$ cat src/rtl/exls_pipe_reg.sv
// exls_pipe_reg: EX -> LS pipeline register with a two-entry skid buffer.
// Main entry M drives the LS side directly from flops; skid entry S catches
// the single accept that can slip in while LS stalls, because ex_ready_o is
// registered. Empty slots are presented as a canonical NOP. The block also
// records the instruction/address that left LS in the previous cycle for
// store-to-load forwarding.
module exls_pipe_reg #(
    parameter int              XLEN      = 64,
    parameter int              ILEN      = 32,
    parameter logic [ILEN-1:0] NOP_INSTR = ILEN'(32'h0000_0013)
) (
    input  logic            clk,
    input  logic            rst,
    input  logic            flush_i,
    input  logic            ex_valid_i,
    output logic            ex_ready_o,
    input  logic [XLEN-1:0] ex_pc_i,
    input  logic [ILEN-1:0] ex_instr_i,
    input  logic [XLEN-1:0] ex_alures_i,
    input  logic [XLEN-1:0] ex_rs2_i,
    output logic            ls_valid_o,
    input  logic            ls_ready_i,
    output logic [XLEN-1:0] ls_pc_o,
    output logic [ILEN-1:0] ls_instr_o,
    output logic [XLEN-1:0] ls_alures_o,
    output logic [XLEN-1:0] ls_rs2_o,
    output logic [ILEN-1:0] ls_instr_last_o,
    output logic [XLEN-1:0] ls_alures_last_o
);

    typedef struct packed {
        logic [XLEN-1:0] pc;
        logic [ILEN-1:0] instr;
        logic [XLEN-1:0] alures;
        logic [XLEN-1:0] rs2;
    } entry_t;

    // Encoding is {m_valid, s_valid}; 2'b01 (skid without main) is unreachable.
    typedef enum logic [1:0] {
        EMPTY = 2'b00,
        BUSY  = 2'b10,
        FULL  = 2'b11
    } state_t;

    // A vacant slot holds a NOP with zeroed fields so LS decode sees no memory op.
    localparam entry_t VACANT = '{pc: '0, instr: NOP_INSTR, alures: '0, rs2: '0};

    state_t state;
    entry_t m_q;
    entry_t s_q;
    entry_t ex_entry;
    logic   m_valid;
    logic   acc;
    logic   deq;

    assign ex_entry = '{pc: ex_pc_i, instr: ex_instr_i, alures: ex_alures_i, rs2: ex_rs2_i};
    assign m_valid  = state[1];

    // A flush drops any offer in the same cycle, but a dequeue still completes.
    assign acc = ex_valid_i & ex_ready_o & ~flush_i;
    assign deq = m_valid & ls_ready_i;

    // LS side is driven straight from the M flops; no logic between flop and port.
    assign ls_valid_o  = m_valid;
    assign ls_pc_o     = m_q.pc;
    assign ls_instr_o  = m_q.instr;
    assign ls_alures_o = m_q.alures;
    assign ls_rs2_o    = m_q.rs2;

    // Handshake FSM, storage moves, registered ready and last-entry tracking.
    always_ff @(posedge clk) begin
        if (rst) begin
            // NOTE: sequential state uses non-blocking assignments so every flop
            // samples pre-edge values regardless of statement order.
            state            <= EMPTY;
            m_q              <= VACANT;
            s_q              <= VACANT;
            ex_ready_o       <= 1'b1;
            ls_instr_last_o  <= NOP_INSTR;
            ls_alures_last_o <= '0;
        end else begin
            if (deq) begin
                ls_instr_last_o  <= m_q.instr;
                ls_alures_last_o <= m_q.alures;
            end else begin
                ls_instr_last_o  <= NOP_INSTR;
                ls_alures_last_o <= '0;
            end

            if (flush_i) begin
                state      <= EMPTY;
                m_q        <= VACANT;
                s_q        <= VACANT;
                ex_ready_o <= 1'b1;
            end else begin
                unique case (state)
                    EMPTY: begin
                        if (acc) begin
                            m_q   <= ex_entry;
                            state <= BUSY;
                        end
                    end
                    BUSY: begin
                        if (acc && deq) begin
                            m_q <= ex_entry;
                        end else if (acc) begin
                            s_q        <= ex_entry;
                            state      <= FULL;
                            ex_ready_o <= 1'b0;
                        end else if (deq) begin
                            m_q   <= VACANT;
                            state <= EMPTY;
                        end
                    end
                    FULL: begin
                        // ex_ready_o is low here, so only a dequeue can move state.
                        if (deq) begin
                            m_q        <= s_q;
                            s_q        <= VACANT;
                            state      <= BUSY;
                            ex_ready_o <= 1'b1;
                        end
                    end
                    default: begin
                        state      <= EMPTY;
                        m_q        <= VACANT;
                        s_q        <= VACANT;
                        ex_ready_o <= 1'b1;
                    end
                endcase
            end
        end
    end

endmodule

$ cat config.mk
export PLATFORM = sky130hd
export DESIGN_NAME = exls_pipe_reg
export DESIGN_NICKNAME = d
export VERILOG_FILES = /design/src/rtl/exls_pipe_reg.sv
export SDC_FILE = /design/constraint.sdc
export NUM_CORES = 1
export LEC_CHECK = 0
export BUFFER_PORTS_ARGS = -buffer_cell sky130_fd_sc_hd__clkbuf_2
export CAP_MARGIN = 20
export CORE_AREA = 2 2 217 219
export DETAILED_ROUTE_END_ITERATION = 12
export DIE_AREA = 0 0 219 221
export PLACE_DENSITY_LB_ADDON = 0.2
export SYNTH_ARGS = -nofsm -noshare
export SYNTH_HDL_FRONTEND = slang
export SYNTH_SLANG_ARGS = --single-unit
$ cat constraint.sdc
create_clock -name clk -period 2.2 [get_ports clk]
set_input_delay 0.66 -clock clk [delete_from_list [all_inputs] [get_ports clk]]
set_output_delay 0.66 -clock clk [all_outputs]
set_load 0.01 [all_outputs]
== After elaboration in Yosys (flattened, before gate mapping) ==
Index checks and enable logic that the tools add are counted.
Operators by class
  equal/unequal tests: 9
  mux-type cells: 18
  bitwise gates (word level): 6
  reduce and logical (&&, ||, !) cells: 7
Operator list (count)
  $mux W224: 6
  $pmux W224 S3: 2
  $reduce_and A4 Y1: 3
  $mux W2: 5
  $ne A3 B3 Y1 const B: 3
  $ne A2 B2 Y1 const B: 4
  $pmux W2 S3: 1
  $eq A2 B2 Y1 const B: 2
  $reduce_or A2 Y1: 2
  $and A1 B1 Y1: 3
  $mux W1: 3
  $not A1 Y1: 3
  $pmux W1 S3: 1
  $logic_not A2 Y1: 1
  $logic_and A1 B1 Y1: 1
Storage, ports and cells
  bits in registers: 547
  input bits: 229
  output and inout bits: 322
  word-level logic and storage cells: 52

== Longest topological paths before layout ==
Gate-level depths: netlist of run 1.
  depth in word-level cells: 5
  mapped depth: 10

== Worst setup path before layout of run 1 ==
Ideal clock, no wire load.
  kind: register to register
  start point: reg state[1]
  end point: reg s_q[100] (netlist name)
  library setup time: 117 ps
  arrival: 1885 ps
  data required time: 2083 ps
  setup slack: 199 ps
  cell stages (with the launch flop): 9
  path buffers: 3
  clock period less this slack: 2001 ps
  cells stage by stage: dfxtp_1 inv_1 ha_1 a21o_1 o21a_1 buf_2 buf_4 buf_4 a22o_1
Between the ends
  cells in the longest elaborated chain, start to end: 4
  elaborated cells between the ends (all ways): 11
  classes of those cells: eq/ne: 5; mux: 1; bitwise: 2; reduce/logical: 3
RTL lines
  start: declaration: line 48  | state_t state;
  start signal: assignment: line 75  | state <= EMPTY;
  start signal: assignment: line 91  | state <= EMPTY;
  start signal: assignment: line 100  | state <= BUSY;
  $and A1 B1 Y1: line 61  | assign deq = m_valid & ls_ready_i;
  $logic_and A1 B1 Y1: line 104  | if (acc && deq) begin
  $ne A2 B2 Y1 (no source line)
  $reduce_and A4 Y1 (no source line)
  end signal: assignment: line 107  | s_q <= ex_entry;
  end: declaration: line 50  | entry_t s_q;
Several ways; a longest one is shown, not always the timed one.
A chain may end at the register's enable or synchronous reset.

== Final worst setup path of run 1 ==
  start point: reg state[1]
  end point: reg m_q, in the netlist ls_instr_o[13]
Between the ends
  cells in the longest elaborated chain, start to end: 4
  elaborated cells between the ends (all ways): 12
  classes of those cells: eq/ne: 6; mux: 2; bitwise: 1; reduce/logical: 3
RTL lines
  $and A1 B1 Y1: line 61
  $logic_and A1 B1 Y1: line 104
  $ne A3 B3 Y1 (no source line) or $mux W224 (tied branches)
  $reduce_and A4 Y1 (no source line) or $pmux W224 S3 (tied branches)
  end signal: assignment: line 99  | m_q <= ex_entry;
  end signal: assignment: line 105  | m_q <= ex_entry;
  end signal: assignment: line 118  | m_q <= s_q;
  end: declaration: line 49  | entry_t m_q;
Several ways; a longest one is shown, not always the timed one.

==> qor.csv, run 1 <==
metric;value;unit
cts_buffers;56;
ctsResizeCount;0;
core;0.0461;sq mm
dpl_cell_area;0.0220;sq mm
tightest_slew;663;ps
hpwlAfterDp;38.7;mm
synth_top_cell_by_area;dfxtp_1;
grt_usage;0.224;
post_cts_buffers;0;
power_density;896;mW/mm^2
yosysMostFrequentCell;dfxtp_1;
path_buf_inv;4;
pin_count;551;
syn_to_final_growth;31.4;%
ys_top_cells_by_count;dfxtp_1 (547), a22oi_1 (227), a22o_1 (222), o2bb2ai_1 (222), and2_1 (94);
cts_tree;built;
synthesis.nets;1758;
synth_area_leaders;dfxtp_1 (60%), a22o_1 (11%), o2bb2ai_1 (11%), a22oi_1 (9.3%), and2_1 (3.2%);
hold_buffers;0;
finalSetupTns;0;ps
maxCapViolCount;0;
skew;31.0;ps
pre_cts_ws;-139;ps
cpMostUsedCell;inv_1;
path_cells;inv_1 -> ha_1 -> buf_4 -> inv_1 -> o211ai_4 -> buf_12 -> o2bb2ai_1;
rsz0062_at_grt;false;
grt_pass1_wl;86.3;mm
avgViaCountPerCell;5.47;
hold_viol;0;
final-instance-count-excl-fill;2706;
period_share;0.929;
die_w;219;microns
setup_viol;0;
leakage;10.6;nW
worstReg2RegStart;state[1];
dominantRegCellSynth;dfxtp_1;
drt_iter0_markers;1097;
port_buffers;550;
crit_path_end_kind;register;
path_delay_family;buffers and inverters;
final_antenna_net_count;0;
ir_drop;0.000530;V
vias;14800;
stdcell_area;0.0240;sq mm
dr.pass1.iters;5;
start_util;0.396;
clock-root-buffer;clkbuf_16;
path_clk_slew;60;ps
syn_inst;1524;
period_needed;2040;ps
finalMaxSlewViolations;0;
gp_congestion;0.831;
worstPathMaxFanout;115;
antenna_found_initial;6;
worst_ep_arrival_time;2500;ps
cts_buffer_depth;3;
nets;2281;
layout-drive-gt1-share;0.346;
synthArstFlopShare;0;
timing.final.ws_setup;155;ps
status;complete, no violations;
htree_levels;2;
clock_latency;600;ps
synth_top_area_frac;0.600;
critical_path.startpoint;state[1];
start_kind;register;
ys_seq_elements;547;
die_area;0.0484;sq mm
synth.distinct_cells;37;
clkSinkCount;547;
fp.dieH;221;microns
totalWireLength;56.7;mm
critPathMaxStageDelay;460;ps
drc_errors;0;
relSlewSlack;0.558;
holdWs;279;ps
wl_per_cell;21.0;microns
hold_path.class;input pin to register;
synth_warnings;0;
slowest_stage;buf_12;
required;2650;ps
syn_avg_cell_area;12.0;sq um
num_rows;79;
synth_edf_count;0;
syn_area;0.0182;sq mm
p_total;21.5;mW
grt_overflow_total;0;
ys_seq_area_frac;0.600;
worstSetupPathType;register to register;
grt_pass1_vias;14700;
dp.cells;2596;
min_from;ex_pc_i[18];
timing.fmax;0.489;GHz
utilization;0.521;
grt_start_max_net_pins;130;
## cell families (layout without fill, tap and decap cells)
family          Yosys count  count (layout)  synth area share
simple gates            115             115            0.0387
mux                       1               1          0.000823
flops                   547             547             0.600
fa+ha+maj                 5               5           0.00343
buf+inv                 166             735            0.0425
compound gates          690             690             0.314
other cells               0               6                 0
## metal layers
layer  global-route usage  wire length [microns]  up-vias
li1                     -                      -     6972
met1                0.293                  24300     7182
met2                0.356                  26500      544
met3               0.0539                   4170       94
met4               0.0889                   1740        0
met5                    0                      0        -
## path summary, 6_finish.rpt
check	to	slack, ps	depth (start not counted)
max	ls_instr_o[13]	160	7
max reg2reg	ls_instr_o[13]	160	7
min reg2reg	ls_rs2_o[57]	460	1
min	s_q[178]	280	2
## report_power, final
| part | internal, mW | total (mW) | leakage (nW) | switching (mW) |
|---|---|---|---|---|
| Combinational | 0.563 | 1.35 | 5.18 | 0.783 |
| Sequential | 10.0 | 10.2 | 4.42 | 0.107 |
| Clock | 6.05 | 9.98 | 0.973 | 3.92 |
## final cells by class
cell class	count	area [sq um]
clock inverter	14	216
inverter	6	22.5
antenna	6	15.0
clock buffer	90	1760
fill	4163	22100
tap	607	759
sequential	547	11000
timing repair buffer	625	3680
multi-input combinational	811	6570
## layout by cell type, fill, tap and decap left out, drive strengths merged, types with 4 or more instances in the layout
cell | Yosys | routed
clkbuf | 76 | 640
dfxtp | 547 | 547
a22oi | 227 | 227
a22o | 222 | 222
o2bb2ai | 222 | 222
and2 | 94 | 94
buf | 84 | 75
nand2 | 7 | 7
inv | 6 | 7
clkinv | 0 | 7
diode | 0 | 6
bufinv | 0 | 5
ha | 5 | 5
a21oi | 4 | 4
## flip-flops by register name, summed over array words and instances, names as in the netlist
signal / count
ls_alures_o: 64
ex_ready_o: 1
s_q: 224
ls_instr_o: 32
ls_instr_last_o: 32
ls_pc_o: 64
ls_alures_last_o: 64
ls_rs2_o: 64
state: 2
(Power assumes the default switching activity.)
==> run 2: changes to the inputs <==
CAP_MARGIN = not set   (was 20)
GPL_TIMING_DRIVEN = 0   (was not set)
==> qor.csv, run 2 (synthesis results as in run 1) <==
metric;value;unit;change
clkSinkCount;547;;unchanged
power_density;907;mW/mm^2;+1.3%
nets;2368;;+3.8%
antenna_found_initial;5;;-1
seqCellArea;0.0110;sq mm;about the same
timing.final.ws_setup;102;ps;-53.4 ps
power_frac_comb;0.060;;-0.003
dp.cells;2681;;+3.3%
grt_pass1_vias;15000;;+2.2%
clock_latency;600;ps;about the same
path_clk_slew;60;ps;about the same
gp_congestion;0.849;;+2.2%
port_buffers;550;;unchanged
regMostFlops;s_q;;
period_share;0.954;;+0.0243
final_cell_mix;clkbuf_2 (598), dfxtp_1 (546), a22oi_1 (225), a22o_1 (222), o2bb2ai_1 (221);;
start_util;0.396;;unchanged
skew;13.6;ps;-17.5 ps
totalWireLength;59.2;mm;+4.4%
layout-drive-gt1-share;0.366;;+0.0192
grt_usage;0.235;;+0.0108
ir_drop;0.000697;V;+31%
status;complete, no violations;;
cts_tree;built;;
period_needed;2100;ps;+53.4 ps
multi_input_area;0.00657;sq mm;about the same
sw_frac_of_total;0.226;;+0.00236
final_common_cell;clkbuf_2;;
final_antenna_net_count;0;;unchanged
finalMaxSlewViolations;0;;unchanged
num_rows;79;;unchanged
seq_power_share;0.466;;-0.007
die_area;0.0484;sq mm;unchanged
worst_ep_arrival_time;2630;ps;+130 ps
required;2730;ps;+80 ps
die_w;219;microns;unchanged
grt_start_max_net_pins;15;;-88%
crit_path_end_kind;register;;
drc_errors;0;;unchanged
timing.fmax;0.477;GHz;-2.5%
clock-root-buffer;clkbuf_16;;
core;0.0461;sq mm;unchanged
maxCapViolCount;0;;unchanged
final-instance-count-excl-fill;2789;;+3.1%
start_kind;register;;
pin_count;551;;unchanged
grt_pass1_wl;89.1;mm;+3.3%
hpwlAfterDp;43.2;mm;+12%
fp.dieH;221;microns;unchanged
relSlewSlack;0.560;;+0.00222
dr.pass1.iters;6;;+1
setup_viol;0;;unchanged
rsz0062_at_grt;true;;
wl_per_cell;21.2;microns;+1.3%
htree_levels;2;;unchanged
internal-power;16.8;mW;+1.1%
pre_cts_ws;-1020;ps;-881 ps
vias;15200;;+2.5%
leakage;10.7;nW;+1.6%
worstPathMaxFanout;10;;-91%
hold_buffers;0;;unchanged
hold_path.class;input pin to register;;
grt_overflow_total;0;;unchanged
drt_iter0_markers;834;;-24%
worstSetupPathType;register to register;;
p_clk_frac;0.474;;+0.010
fill_cells;4127;;-0.86%
tightest_slew;660;ps;-3.32 ps
utilization;0.521;;about the same
syn_to_final_growth;31.5;%;about the same
hold_viol;0;;unchanged
largest_reg_flops;224;;unchanged
cts_buffers;56;;unchanged
switching_power;4.93;mW;+2.4%
cts_buffer_depth;3;;unchanged
avgViaCountPerCell;5.43;;-0.58%
-- run 2: changes by cell type in the layout (fill, tap and decap cells not counted), moves of 3 or more --
cell | before | now
clkbuf_1 | 13 | 29
clkinv_2 | 5 | 14
bufinv_16 | 5 | 10
clkinvlp_4 | 1 | 4
diode_2 | 6 | 2
clkbuf_2 | 550 | 598
buf_12 | 29 | 1
buf_2 | 0 | 42
buf_6 | 0 | 3
clkbuf_8 | 19 | 11
buf_1 | 0 | 3
buf_4 | 46 | 40
-- run 2: repair_timing --
action                     in CTS  in global routing
buffers inserted                5                  0
setup endpoints to repair     541                282
gates resized for setup        85                 13
pin swaps                       2                  1
-- run 2: path summary, 6_finish.rpt --
path          startpoint     endpoint  slack (ps)  cells after the start
min reg2reg  ls_pc_o[22]  ls_pc_o[22]         460                      1
max             state[1]     s_q[118]         100                      8
max reg2reg     state[1]     s_q[118]         100                      8
min          ex_rs2_i[0]       s_q[0]         290                      2
-- run 2: cell type report --
type / instances / share of cell area
diodes: 2 / 0.000209
plain buffers: 157 / 0.0367
clock buffers: 74 / 0.0667
clock inverters: 30 / 0.0174
inverters: 6 / 0.000938
multi-input cells: 811 / 0.274
flip-flops and latches: 547 / 0.456
well taps: 607 / 0.0316
repair buffers: 555 / 0.116
-- run 2: power by group through the flow --
| stage | clock [mW] | combinational (mW) | sequential (mW) |
|---|---|---|---|
| CTS | 10.5 | 1.31 | 10.2 |
| finish | 10.3 | 1.31 | 10.2 |
| global route | 10.9 | 1.42 | 10.2 |
| detailed placement | 0 | 1.28 | 10.4 |
| floorplan | 0 | 0.567 | 10.4 |
| global placement | 0 | 1.26 | 10.4 |
-- run 2: worst max-delay path: stages (launching register included) --
cell,delay [ps]
dfxtp_4,410
inv_1,90
ha_2,240
or3_1,400
nor3_4,210
buf_4,180
buf_12,150
buf_4,200
a22o_1,140
-- run 2: metal layers --
metal  vias up  GRT usage  part of all wire
met5         -          0           0.00020
met4         2     0.0578             0.020
met3        89     0.0697             0.079
met2       558      0.397              0.48
met1      7352      0.293              0.42
li1       7157          -                 -
-- run 2: per-stage QoR --
stage          hold WS (ps)  TNS (ps)  cell area [sq um]  power [mW]
2_1_floorplan           450         0              18200        11.0
3_3_place_gp            444   -277440              21800        11.6
3_5_place_dp            446   -317030              21800        11.6
4_1_cts                 249         0              24000        21.9
5_1_grt                 261      -236              24000        22.5
6_report                285         0              24000        21.8
==> run 3: changes to the inputs <==
REMOVE_ABC_BUFFERS = 1   (was not set)
TNS_END_PERCENT = 50   (was not set)
==> qor.csv, run 3 (synthesis results as in run 1) <==
metric;value;unit;change
rsz0062_at_grt;true;;
grt_usage;0.234;;-0.000536
internal-power;16.6;mW;-1.6%
grt_util_met3;0.0647;;-0.00495
clock_latency;590;ps;about the same
status;finished, violations left;;
final_common_cell;clkbuf_2;;
die_w;219;microns;unchanged
avgViaCountPerCell;5.60;;+3.1%
syn_to_final_growth;36.9;%;
largest_reg_flops;224;;unchanged
relSlewSlack;0.411;;-0.150
hold_path.class;input pin to register;;
cts_buffers;56;;unchanged
hold_viol;0;;unchanged
core;0.0461;sq mm;unchanged
switching_power;4.82;mW;-2.1%
finalSetupTns;-55.7;ps;-55.7 ps
start_kind;register;;
totalWireLength;60.8;mm;+2.7%
regMostFlops;s_q;;
htree_levels;2;;unchanged
utilization;0.542;;+0.0214
layout-drive-gt1-share;0.361;;-0.00414
timing.fmax;0.451;GHz;-5.3%
final_cell_mix;clkbuf_2 (550), dfxtp_1 (545), a22oi_1 (227), a22o_1 (222), o2bb2ai_1 (221);;
required;2730;ps;about the same
tightest_slew;884;ps;+224 ps
seq_power_share;0.474;;+0.008
final_antenna_net_count;0;;unchanged
cts_buffer_depth;3;;unchanged
grt_start_max_net_pins;72;;+57
worstSetupPathType;register to register;;
grt-busiest-layer;met2;;
grt_overflow_total;0;;unchanged
power_density;856;mW/mm^2;-5.6%
die_area;0.0484;sq mm;unchanged
leakage;11.0;nW;+2.4%
p_total;21.4;mW;-1.7%
stdcell_area;0.0250;sq mm;+4.1%
fp.dieH;221;microns;unchanged
clkSinkCount;547;;unchanged
pin_count;551;;unchanged
num_rows;79;;unchanged
worstPathMaxFanout;5;;-5
setup_viol;7;;+7
ir_drop;0.000653;V;-6.3%
gp_congestion;0.768;;-9.6%
p_clk_frac;0.457;;-0.017
period_share;1.01;;+0.0538
hpwlAfterDp;36.9;mm;-14%
crit_path_end_kind;register;;
grt_pass1_wl;89.9;mm;+0.86%
start_util;0.396;;unchanged
violations;negative setup slack;;
antenna_found_initial;8;;+3
met2_usage;0.380;;-0.0173
maxCapViolCount;0;;unchanged
met1_usage;0.297;;+0.00374
nets;2315;;-2.2%
path_clk_slew;70;ps;about the same
grt_pass1_vias;15100;;+0.58%
timing.final.ws_setup;-16.6;ps;-118 ps
drt_iter0_markers;1211;;+45%
dr.pass1.iters;7;;+1
power_frac_comb;0.068;;+0.008
period_needed;2220;ps;+118 ps
worst_ep_arrival_time;2740;ps;+110 ps
dpl_cell_area;0.0220;sq mm;+1.3%
drc_errors;0;;unchanged
finalMaxSlewViolations;0;;unchanged
skew;7.94;ps;-5.61 ps
vias;15300;;+1.2%
cts_tree;built;;
sw_frac_of_total;0.225;;-0.000954
wl_per_cell;22.2;microns;+4.7%
clock-root-buffer;clkbuf_16;;
port_buffers;550;;unchanged
[run 3: cell count changes in the layout (fill, tap and decap cells not counted), sizes merged, moves of 2 or more]
cell,change
bufbuf,+4
buf,+2
clkbuf,-56
o21a,+2
a21o,+2
diode,+7
bufinv,-3
clkinvlp,-4
clkinv,-6
[run 3: through the flow]
step,std cells,hold slack (ps),setup slack [ps]
2_1_floorplan,1364,450,-8260
3_3_place_gp,2521,437,-16140
5_1_grt,2737,278,-83.7
4_1_cts,2702,249,-40.0
3_5_place_dp,2562,438,-1390
6_report,2738,293,-16.6
[run 3: cell type report]
cell class / instances / area [sq um]
Fill cell: 4017 / 21100
Sequential cell: 547 / 11000
Timing Repair Buffer: 654 / 4610
Clock inverter: 17 / 272
Inverter: 6 / 25.0
Clock buffer: 82 / 1620
Antenna cell: 9 / 22.5
Multi-Input combinational cell: 816 / 6710
Tap cell: 607 / 759
[run 3: routing by layer]
metal	routed length [microns]	up-vias
met5	0	-
met2	29000	597
met3	4910	108
met1	25100	7573
li1	-	7067
met4	1730	0
[run 3: path summary, 6_finish.rpt]
kind	start	cells after the start	to	slack [ps]
worst max register to register	state[1]	12	s_q[140]	-20
worst min-delay path	ex_alures_i[63]	2	s_q[127]	290
worst max-delay path	state[1]	12	s_q[140]	-20
worst min register to register	ls_instr_o[1]	2	ls_instr_last_o[1]	450
[run 3: repair_timing]
action	4_1_cts	5_1_grt
gates resized for setup	33	16
buffers inserted	32	19
pin swaps	17	27
gates cloned	10	8
setup endpoints to repair	448	243
hold buffers	0	0
hold endpoints to repair	0	0
[run 3: power by group through the flow]
stage,combinational (mW),clock (mW),sequential (mW)
2_1_floorplan,0.508,0,10.4
3_3_place_gp,1.20,0,10.4
3_5_place_dp,1.31,0,10.4
4_1_cts,1.40,9.99,10.1
5_1_grt,1.58,10.4,10.2
6_report,1.46,9.79,10.1
[run 3: worst max-delay path, cell delays in order, from the launching register on]
cell	delay [ps]
dfxtp_4	380
ha_4	220
or3_4	400
nor3_4	120
buf_6	150
buf_16	110
buf_16	100
buf_12	100
buf_12	90
buf_12	100
buf_12	120
clkbuf_16	140
a22o_1	120
